===== src/rtl/i2c_seq_pkg.sv =====
// Shared types for the I2C byte-register sequencer.
// Main and fetch state encodings plus default sync depth.
package i2c_seq_pkg;

  localparam int SYNC_DEF = 2;

  typedef enum logic [1:0] {
    M_IDLE,
    M_FIRST,
    M_WRITING,
    M_READING
  } main_st_t;

  typedef enum logic [1:0] {
    F_IDLE,
    F_REQ,
    F_CAP
  } fetch_st_t;

endpackage


===== src/rtl/i2c_sync_edge.sv =====
// Multi-flop synchronizer for an asynchronous level.
// Provides the synced level and registered rise/fall pulses.
module i2c_sync_edge #(
  parameter int STAGES = 2
) (
  input  logic clk,
  input  logic start_async_rst,
  input  logic d,
  output logic level,
  output logic rise,
  output logic fall
);

  logic [STAGES:0] sh;

  always_ff @(posedge clk or posedge start_async_rst) begin
    if (start_async_rst) begin
      sh   <= '0;
      rise <= 1'b0;
      fall <= 1'b0;
    end else begin
      sh   <= {sh[STAGES-1:0], d};
      rise <= sh[STAGES-1] & ~sh[STAGES];
      fall <= ~sh[STAGES-1] & sh[STAGES];
    end
  end

  assign level = sh[STAGES-1];

endmodule


===== src/rtl/i2c_reg_seq.sv =====
// Sequencer between i2c_slave and a byte register bank:
// pointer-then-data writes, prefetching reads, auto-increment.
module i2c_reg_seq
  import i2c_seq_pkg::*;
#(
  parameter int AW          = 4,
  parameter int SYNC_STAGES = SYNC_DEF
) (
  input  logic          clk,
  input  logic          start_async_rst,
  input  logic          i2c_start,
  input  logic          i2c_stop,
  input  logic          i2c_r_w,
  input  logic          i2c_data_vld,
  input  logic [7:0]    i2c_data_out,
  output logic [7:0]    i2c_data_in,
  output logic          i2c_ready,
  output logic [AW-1:0] reg_addr,
  output logic [7:0]    reg_wdata,
  output logic          reg_we,
  output logic          reg_re,
  input  logic [7:0]    reg_rdata
);

  logic start_lvl, start_ev, start_fall;
  logic stop_lvl, stop_ev, stop_fall;
  logic vld_lvl, vld_rise, byte_ev;
  logic rw_lvl, rw_rise, rw_fall;

  i2c_sync_edge #(.STAGES(SYNC_STAGES)) u_sync_start (
    .clk(clk), .start_async_rst(start_async_rst), .d(i2c_start),
    .level(start_lvl), .rise(start_ev), .fall(start_fall)
  );

  i2c_sync_edge #(.STAGES(SYNC_STAGES)) u_sync_stop (
    .clk(clk), .start_async_rst(start_async_rst), .d(i2c_stop),
    .level(stop_lvl), .rise(stop_ev), .fall(stop_fall)
  );

  i2c_sync_edge #(.STAGES(SYNC_STAGES)) u_sync_vld (
    .clk(clk), .start_async_rst(start_async_rst), .d(i2c_data_vld),
    .level(vld_lvl), .rise(vld_rise), .fall(byte_ev)
  );

  i2c_sync_edge #(.STAGES(SYNC_STAGES)) u_sync_rw (
    .clk(clk), .start_async_rst(start_async_rst), .d(i2c_r_w),
    .level(rw_lvl), .rise(rw_rise), .fall(rw_fall)
  );

  logic unused_sync;
  assign unused_sync = &{1'b0, start_lvl, start_fall, stop_lvl,
                         stop_fall, vld_lvl, vld_rise, rw_rise,
                         rw_fall};

  main_st_t  mst, mst_n;
  fetch_st_t fst, fst_n;
  logic [AW-1:0] ptr, ptr_n, we_addr;
  logic boot, req, we_n, cap;

  always_comb begin
    mst_n = mst;
    ptr_n = ptr;
    req   = boot;
    we_n  = 1'b0;
    unique case (mst)
      M_IDLE: ;
      M_FIRST: begin
        if (byte_ev) begin
          req = 1'b1;
          if (rw_lvl) begin
            ptr_n = ptr + AW'(1);
            mst_n = M_READING;
          end else begin
            ptr_n = i2c_data_out[AW-1:0];
            mst_n = M_WRITING;
          end
        end
      end
      M_WRITING: begin
        if (byte_ev) begin
          we_n  = 1'b1;
          ptr_n = ptr + AW'(1);
          req   = 1'b1;
        end
      end
      M_READING: begin
        if (byte_ev) begin
          ptr_n = ptr + AW'(1);
          req   = 1'b1;
        end
      end
      default: mst_n = M_IDLE;
    endcase
    // byte effects above land first; bus conditions override state
    if (start_ev)     mst_n = M_FIRST;
    else if (stop_ev) mst_n = M_IDLE;
  end

  always_comb begin
    fst_n = fst;
    cap   = 1'b0;
    unique case (fst)
      F_IDLE: if (req) fst_n = F_REQ;
      F_REQ:  if (!req && !reg_we) fst_n = F_CAP;
      F_CAP: begin
        if (req) begin
          fst_n = F_REQ;
        end else begin
          fst_n = F_IDLE;
          cap   = 1'b1;
        end
      end
      default: fst_n = F_IDLE;
    endcase
  end

  always_ff @(posedge clk or posedge start_async_rst) begin
    if (start_async_rst) begin
      mst         <= M_IDLE;
      fst         <= F_IDLE;
      ptr         <= '0;
      boot        <= 1'b1;
      i2c_ready   <= 1'b0;
      i2c_data_in <= 8'h00;
      reg_we      <= 1'b0;
      reg_wdata   <= 8'h00;
      we_addr     <= '0;
    end else begin
      mst       <= mst_n;
      fst       <= fst_n;
      ptr       <= ptr_n;
      boot      <= 1'b0;
      i2c_ready <= (fst_n == F_IDLE);
      reg_we    <= we_n;
      if (we_n) begin
        reg_wdata <= i2c_data_out;
        we_addr   <= ptr;
      end
      if (cap) i2c_data_in <= reg_rdata;
    end
  end

  // a pending write holds off the read strobe for one cycle
  assign reg_re   = (fst == F_REQ) && !reg_we;
  assign reg_addr = reg_we ? we_addr : ptr;

endmodule


===== config.mk =====
export PLATFORM = sky130hd
export DESIGN_NAME = i2c_reg_seq
export DESIGN_NICKNAME = d
export VERILOG_FILES = /design/src/rtl/i2c_seq_pkg.sv /design/src/rtl/i2c_sync_edge.sv /design/src/rtl/i2c_reg_seq.sv
export SDC_FILE = /design/constraint.sdc
export NUM_CORES = 1
export LEC_CHECK = 0
export CAP_MARGIN = 20
export CORE_MARGIN = 2
export CORE_UTILIZATION = 40
export CTS_CLUSTER_DIAMETER = 80
export CTS_CLUSTER_SIZE = 16
export DETAILED_ROUTE_END_ITERATION = 10
export GPL_ROUTABILITY_DRIVEN = 1
export PLACE_DENSITY = 0.63
export SETUP_SLACK_MARGIN = 0.2
export SLEW_MARGIN = 20
export SYNTH_ARGS = -nofsm -noshare
export SYNTH_HDL_FRONTEND = slang
export SYNTH_HIERARCHICAL = 1
export SYNTH_SLANG_ARGS = --single-unit
export TNS_END_PERCENT = 30

===== constraint.sdc =====
create_clock -name clk -period 2.6 [get_ports clk]
set_input_delay 0.65 -clock clk [delete_from_list [all_inputs] [get_ports clk]]
set_output_delay 0.65 -clock clk [all_outputs]
set_load 0.01 [all_outputs]

# Yosys cells after proc, flatten, opt, wreduce, memory -nomap -nowiden
# Cells that the tools add are included.
word_totals:
  ff_bits: 45
  latch_bits: 0
  ram_bits: 0
  mem_bits_ro: 0
  inputBits: 22
  output_inout_bits: 23
  word_cells: 63
  n_memories: 0
op_classes:
  addsub: 1
  multipliers: 0
  div_mod_pow: 0
  order_cmp: 0
  n_eq_ne: 7
  shift: 0
  mux: 20
  bitwise_logic: 6
  reduce_logical: 13
ops:
  columns: ["cell", "n"]
  rows:
  - ["4-bit two-way mux", 4]
  - ["2-bit two-way mux", 6]
  - ["1-bit two-way mux", 8]
  - ["4-bit case mux with 2 select lines", 1]
  - ["2-bit == test, second input constant", 3]
  - ["2-bit case mux with 3 select lines", 1]
  - ["3-bit nonzero test", 2]
  - ["4-bit by 1-bit adder with 4-bit output, second input constant", 1]
  - ["2-bit by 1-bit == test with 1-bit output, second input constant", 2]
  - ["2-bit logical NOT", 2]
  - ["2-bit by 1-bit != test with 1-bit output, second input constant", 2]
  - ["1-bit bitwise AND", 3]
  - ["1-bit inverter", 3]
  - ["3-bit AND reduction", 1]
  - ["3-bit OR reduction", 1]
  - ["1-bit logical AND", 2]
  - ["1-bit logical NOT", 2]
  - ["2-bit AND reduction", 1]
  - ["2-bit nonzero test", 1]
  - ["2-bit OR reduction", 1]

# Depth between registers and ports, before layout
logic_depth:
  ltp_word: 8
  ltp_mapped: 4
  mapped_depth_nobuf: 3

# Cells and area by module
# The synthesis kept the hierarchy.
modules_own_cells:
  columns: ["mod", "instances", "cells_per_inst", "area_each_um2", "seq_area_each_um2"]
  rows:
  - ["i2c_reg_seq", 1, 93, 1302.5, 777.0]
  - ["i2c_sync_edge", 4, 8, 143.9, 125.1]

# Worst setup path after synthesis
# OpenSTA, ideal clock, no wires.
synth_path:
  path_kind: "register to register"
  startpoint: "reg mst[1]"
  endpoint: "reg i2c_data_in[0]"
  setup_ns: 0.125
  arrival_time_ns: 1.462
  required_ns: 2.475
  slack_ns: 1.013
  path_stages_with_launch: 4
  n_path_buf: 0
  period_less_slack_ns: 1.587
  path_cell_list: "dfrtp_1 > o21a_4 > nor4b_4 > mux2_2"
synth_between:
  elab_chain_cells: 5
  word_cells_on_any_way: 7
  classes_between: "eq/ne: 3; mux: 3; reduce/logical: 1"
synth_lines:
  columns: ["item", "line_no", "source"]
  rows:
  - ["start, declared", "i2c_reg_seq.sv:55", "main_st_t mst, mst_n;"]
  - ["start signal, assigned", "i2c_reg_seq.sv:129", "mst <= mst_n;"]
  - ["2-bit == test / 2-bit by 1-bit == test with 1-bit output (equally long branches)", "i2c_reg_seq.sv:65", "unique case (mst)"]
  - ["3-bit OR reduction (no line) *", null, null]
  - ["1-bit two-way mux *", null, null]
  - ["1-bit two-way mux *", "i2c_reg_seq.sv:106", "if (req) begin"]
  - ["1-bit two-way mux *", "i2c_reg_seq.sv:102", "unique case (fst)"]
  - ["end signal, assigned", "i2c_reg_seq.sv:139", "if (cap) i2c_data_in <= reg_rdata;"]
  - ["end, declared", "i2c_reg_seq.sv:16", "output logic [7:0] i2c_data_in,"]
# Every way passes the cells marked *; elsewhere a longest branch is shown, timed or not.
# A chain may end at the register's enable or synchronous reset.

# Worst setup path after layout
layout_path:
  startpoint: "reg reg_we"
  endpoint: "out reg_addr[3]"
layout_between:
  elab_chain_cells: 1
layout_lines:
  columns: ["item", "line_no", "source"]
  rows:
  - ["start, declared", "i2c_reg_seq.sv:20", "output logic reg_we,"]
  - ["start signal, assigned", "i2c_reg_seq.sv:134", "reg_we <= we_n;"]
  - ["4-bit two-way mux", "i2c_reg_seq.sv:145", "assign reg_addr = reg_we ? we_addr : ptr;"]
  - ["end, declared", "i2c_reg_seq.sv:18", "output logic [AW-1:0] reg_addr,"]
# No other way between the ends.

==> metrics.csv <==
metric,value,unit
Critical Path Fanout Max,7,
final wirelength,2890,um
Fill cells,339,
M3 GR Usage,0.0487,
most frequent cells in the layout,"dfrtp_1, clkdlybuf4s50_1, mux2_2, inv_1, clkbuf_8",
post_cts resized,0,
status,completed,
row count,23,
WP data required,1.95,ns
syn_area_per_cell,14.8,um^2
Critical Path End Type,output port,
final setup fails,0,
Core Region,4030,um^2
worst slew pin tran,0.629,ns
met1 Usage GRT,0.158,
Tcrit/Tclk final,0.884,
Final Power,1.97,mW
"Slew Viols, Final",0,
Flop pwr share,0.495,
Syn Inst Count,114,
Starting Density,0.419,
number of setup buffers added after CTS,0,
TritonCTS clock tree,built,
max_cap viols,0,
# IOs,45,
initial antenna violation count,0,
DRC viols,0,
kind of critical path,register to output port,
Leak,0.981,nW
die width,69.0,um
Bufs on Longest Clock Path,2,
total congestion overflow,0,
clk sinks,45,
worst hold path class,register to register,
Tmin final,2.30,ns
Worst Hold Depth,0,
die area,4760,um^2
endpoints failing hold,0,
Post-DRT Antenna Nets,0,
Fmax achieved,435,MHz
Num CTS Buffers,5,
reg2reg setup slack,0.84,ns
cell-internal power,1.44,mW
WL/cell,13.4,um
n_diodes,0,
Pwr Density,864,nW/um^2
Worst-path clk slew,0.08,ns
first-pass GRT wire length,4570,um
GR peak layer,met2,
via/cell ratio,4.85,
synth-to-layout area growth,34.9,%
DR pass1 iterations,4,
Worst slew margin,0.580,
Total Routing Usage GR,0.137,
Routability Congestion,0.733,
DR vias,1043,
1st-iter DRT viols,32,
skew final,0.00475,ns
mapped cell area,1690,um^2
Mapped Nets,137,
share of cells above drive strength 1,0.230,
power share of the clock group,0.207,
Worst setup SP type,register,
Peak VDD IR,384,uV
"Clk Latency, worst-skew pair",0.29,ns
Synth Warn #,6,
dpl hpwl,2210,um
vias in the first global route,1024,
H-tree depth,2,
RSZ-0062 raised after global routing,no,
Clock Tree Root,clkbuf_8,
worst reg2reg path depth,3,
sw power,526,uW
PortBufs,44,
Sum Neg Setup Slack,0,ns
largest net degree at the start of global routing,32,
Sw Ratio,0.267,
GR Util met2,0.226,
critical path arrival,1.65,ns
# nets final,187,
CTS Hold Bufs,0,
Die Ht,69.0,um
Comb pwr share,0.298,
registers in the layout, summed over array words and instances (netlist names), 2 cells and up:
name,cells
reg_wdata,8
i2c_data_in,8
mst,2
fst,2
we_addr,4
u_sync_start/sh,3
u_sync_vld/sh,3
u_sync_stop/sh,3
u_sync_rw/sh,2
ptr,4
worst max-delay path, stage by stage (launching register included):
cell and delay [ns]:
dfrtp_1 0.51, mux2_2 0.38, clkdlybuf4s50_1 0.48
final timing paths:
path,start,end
max reg2reg,mst[1]$_DFFE_PP0P_,i2c_data_in[3]$_DFFE_PP0P_
max,reg_we$_DFF_PP0_,reg_addr[3]
max in group asynchronous,start_async_rst,boot$_DFF_PP1_
min in group asynchronous,start_async_rst,u_sync_rw/sh[0]$_DFF_PP0_
min reg2reg,u_sync_start/sh[0]$_DFF_PP0_,u_sync_start/sh[1]$_DFF_PP0_
min,u_sync_start/sh[0]$_DFF_PP0_,u_sync_start/sh[1]$_DFF_PP0_
power by group through the flow:
stage / Sequential, mW / Clock (mW) / Combinational (mW)
2_1_floorplan: 1.02 / 0 / 0.230
3_3_place_gp: 0.978 / 0 / 0.584
3_5_place_dp: 0.991 / 0 / 0.596
4_1_cts: 0.976 / 0.428 / 0.599
5_1_grt: 0.995 / 0.459 / 0.642
6_report: 0.974 / 0.408 / 0.587
per-layer routing:
layer,vias to the layer above,part of all wire
met1,507,0.43
met5,-,0
met3,6,0.068
li1,498,-
met4,0,0.018
met2,32,0.49
per-stage QoR:
stage	setup WS (ns)	instance area [um^2]	util	std cells	hold slack (ns)
final	0.303	2280	0.566	215	0.354
after global routing	0.211	2280	0.566	215	0.362
after CTS	0.289	2280	0.566	215	0.358
after detailed placement	0.613	2190	0.544	207	0.339
after global placement	0.648	2190	0.544	207	0.333
after floorplan	1.01	1690	-	114	0.331
layout make-up:
cell class              count  area [um^2]  area share
clock inverters             2         15.0     0.00659
flip-flops and latches     45         1130       0.495
repair buffers             45          448       0.197
well taps                  50         62.6      0.0275
clock buffers               6         72.6      0.0319
multi-input cells          60          527       0.231
inverters                   7         26.3      0.0115
No activity file was read; power rests on OpenSTA's default activity.
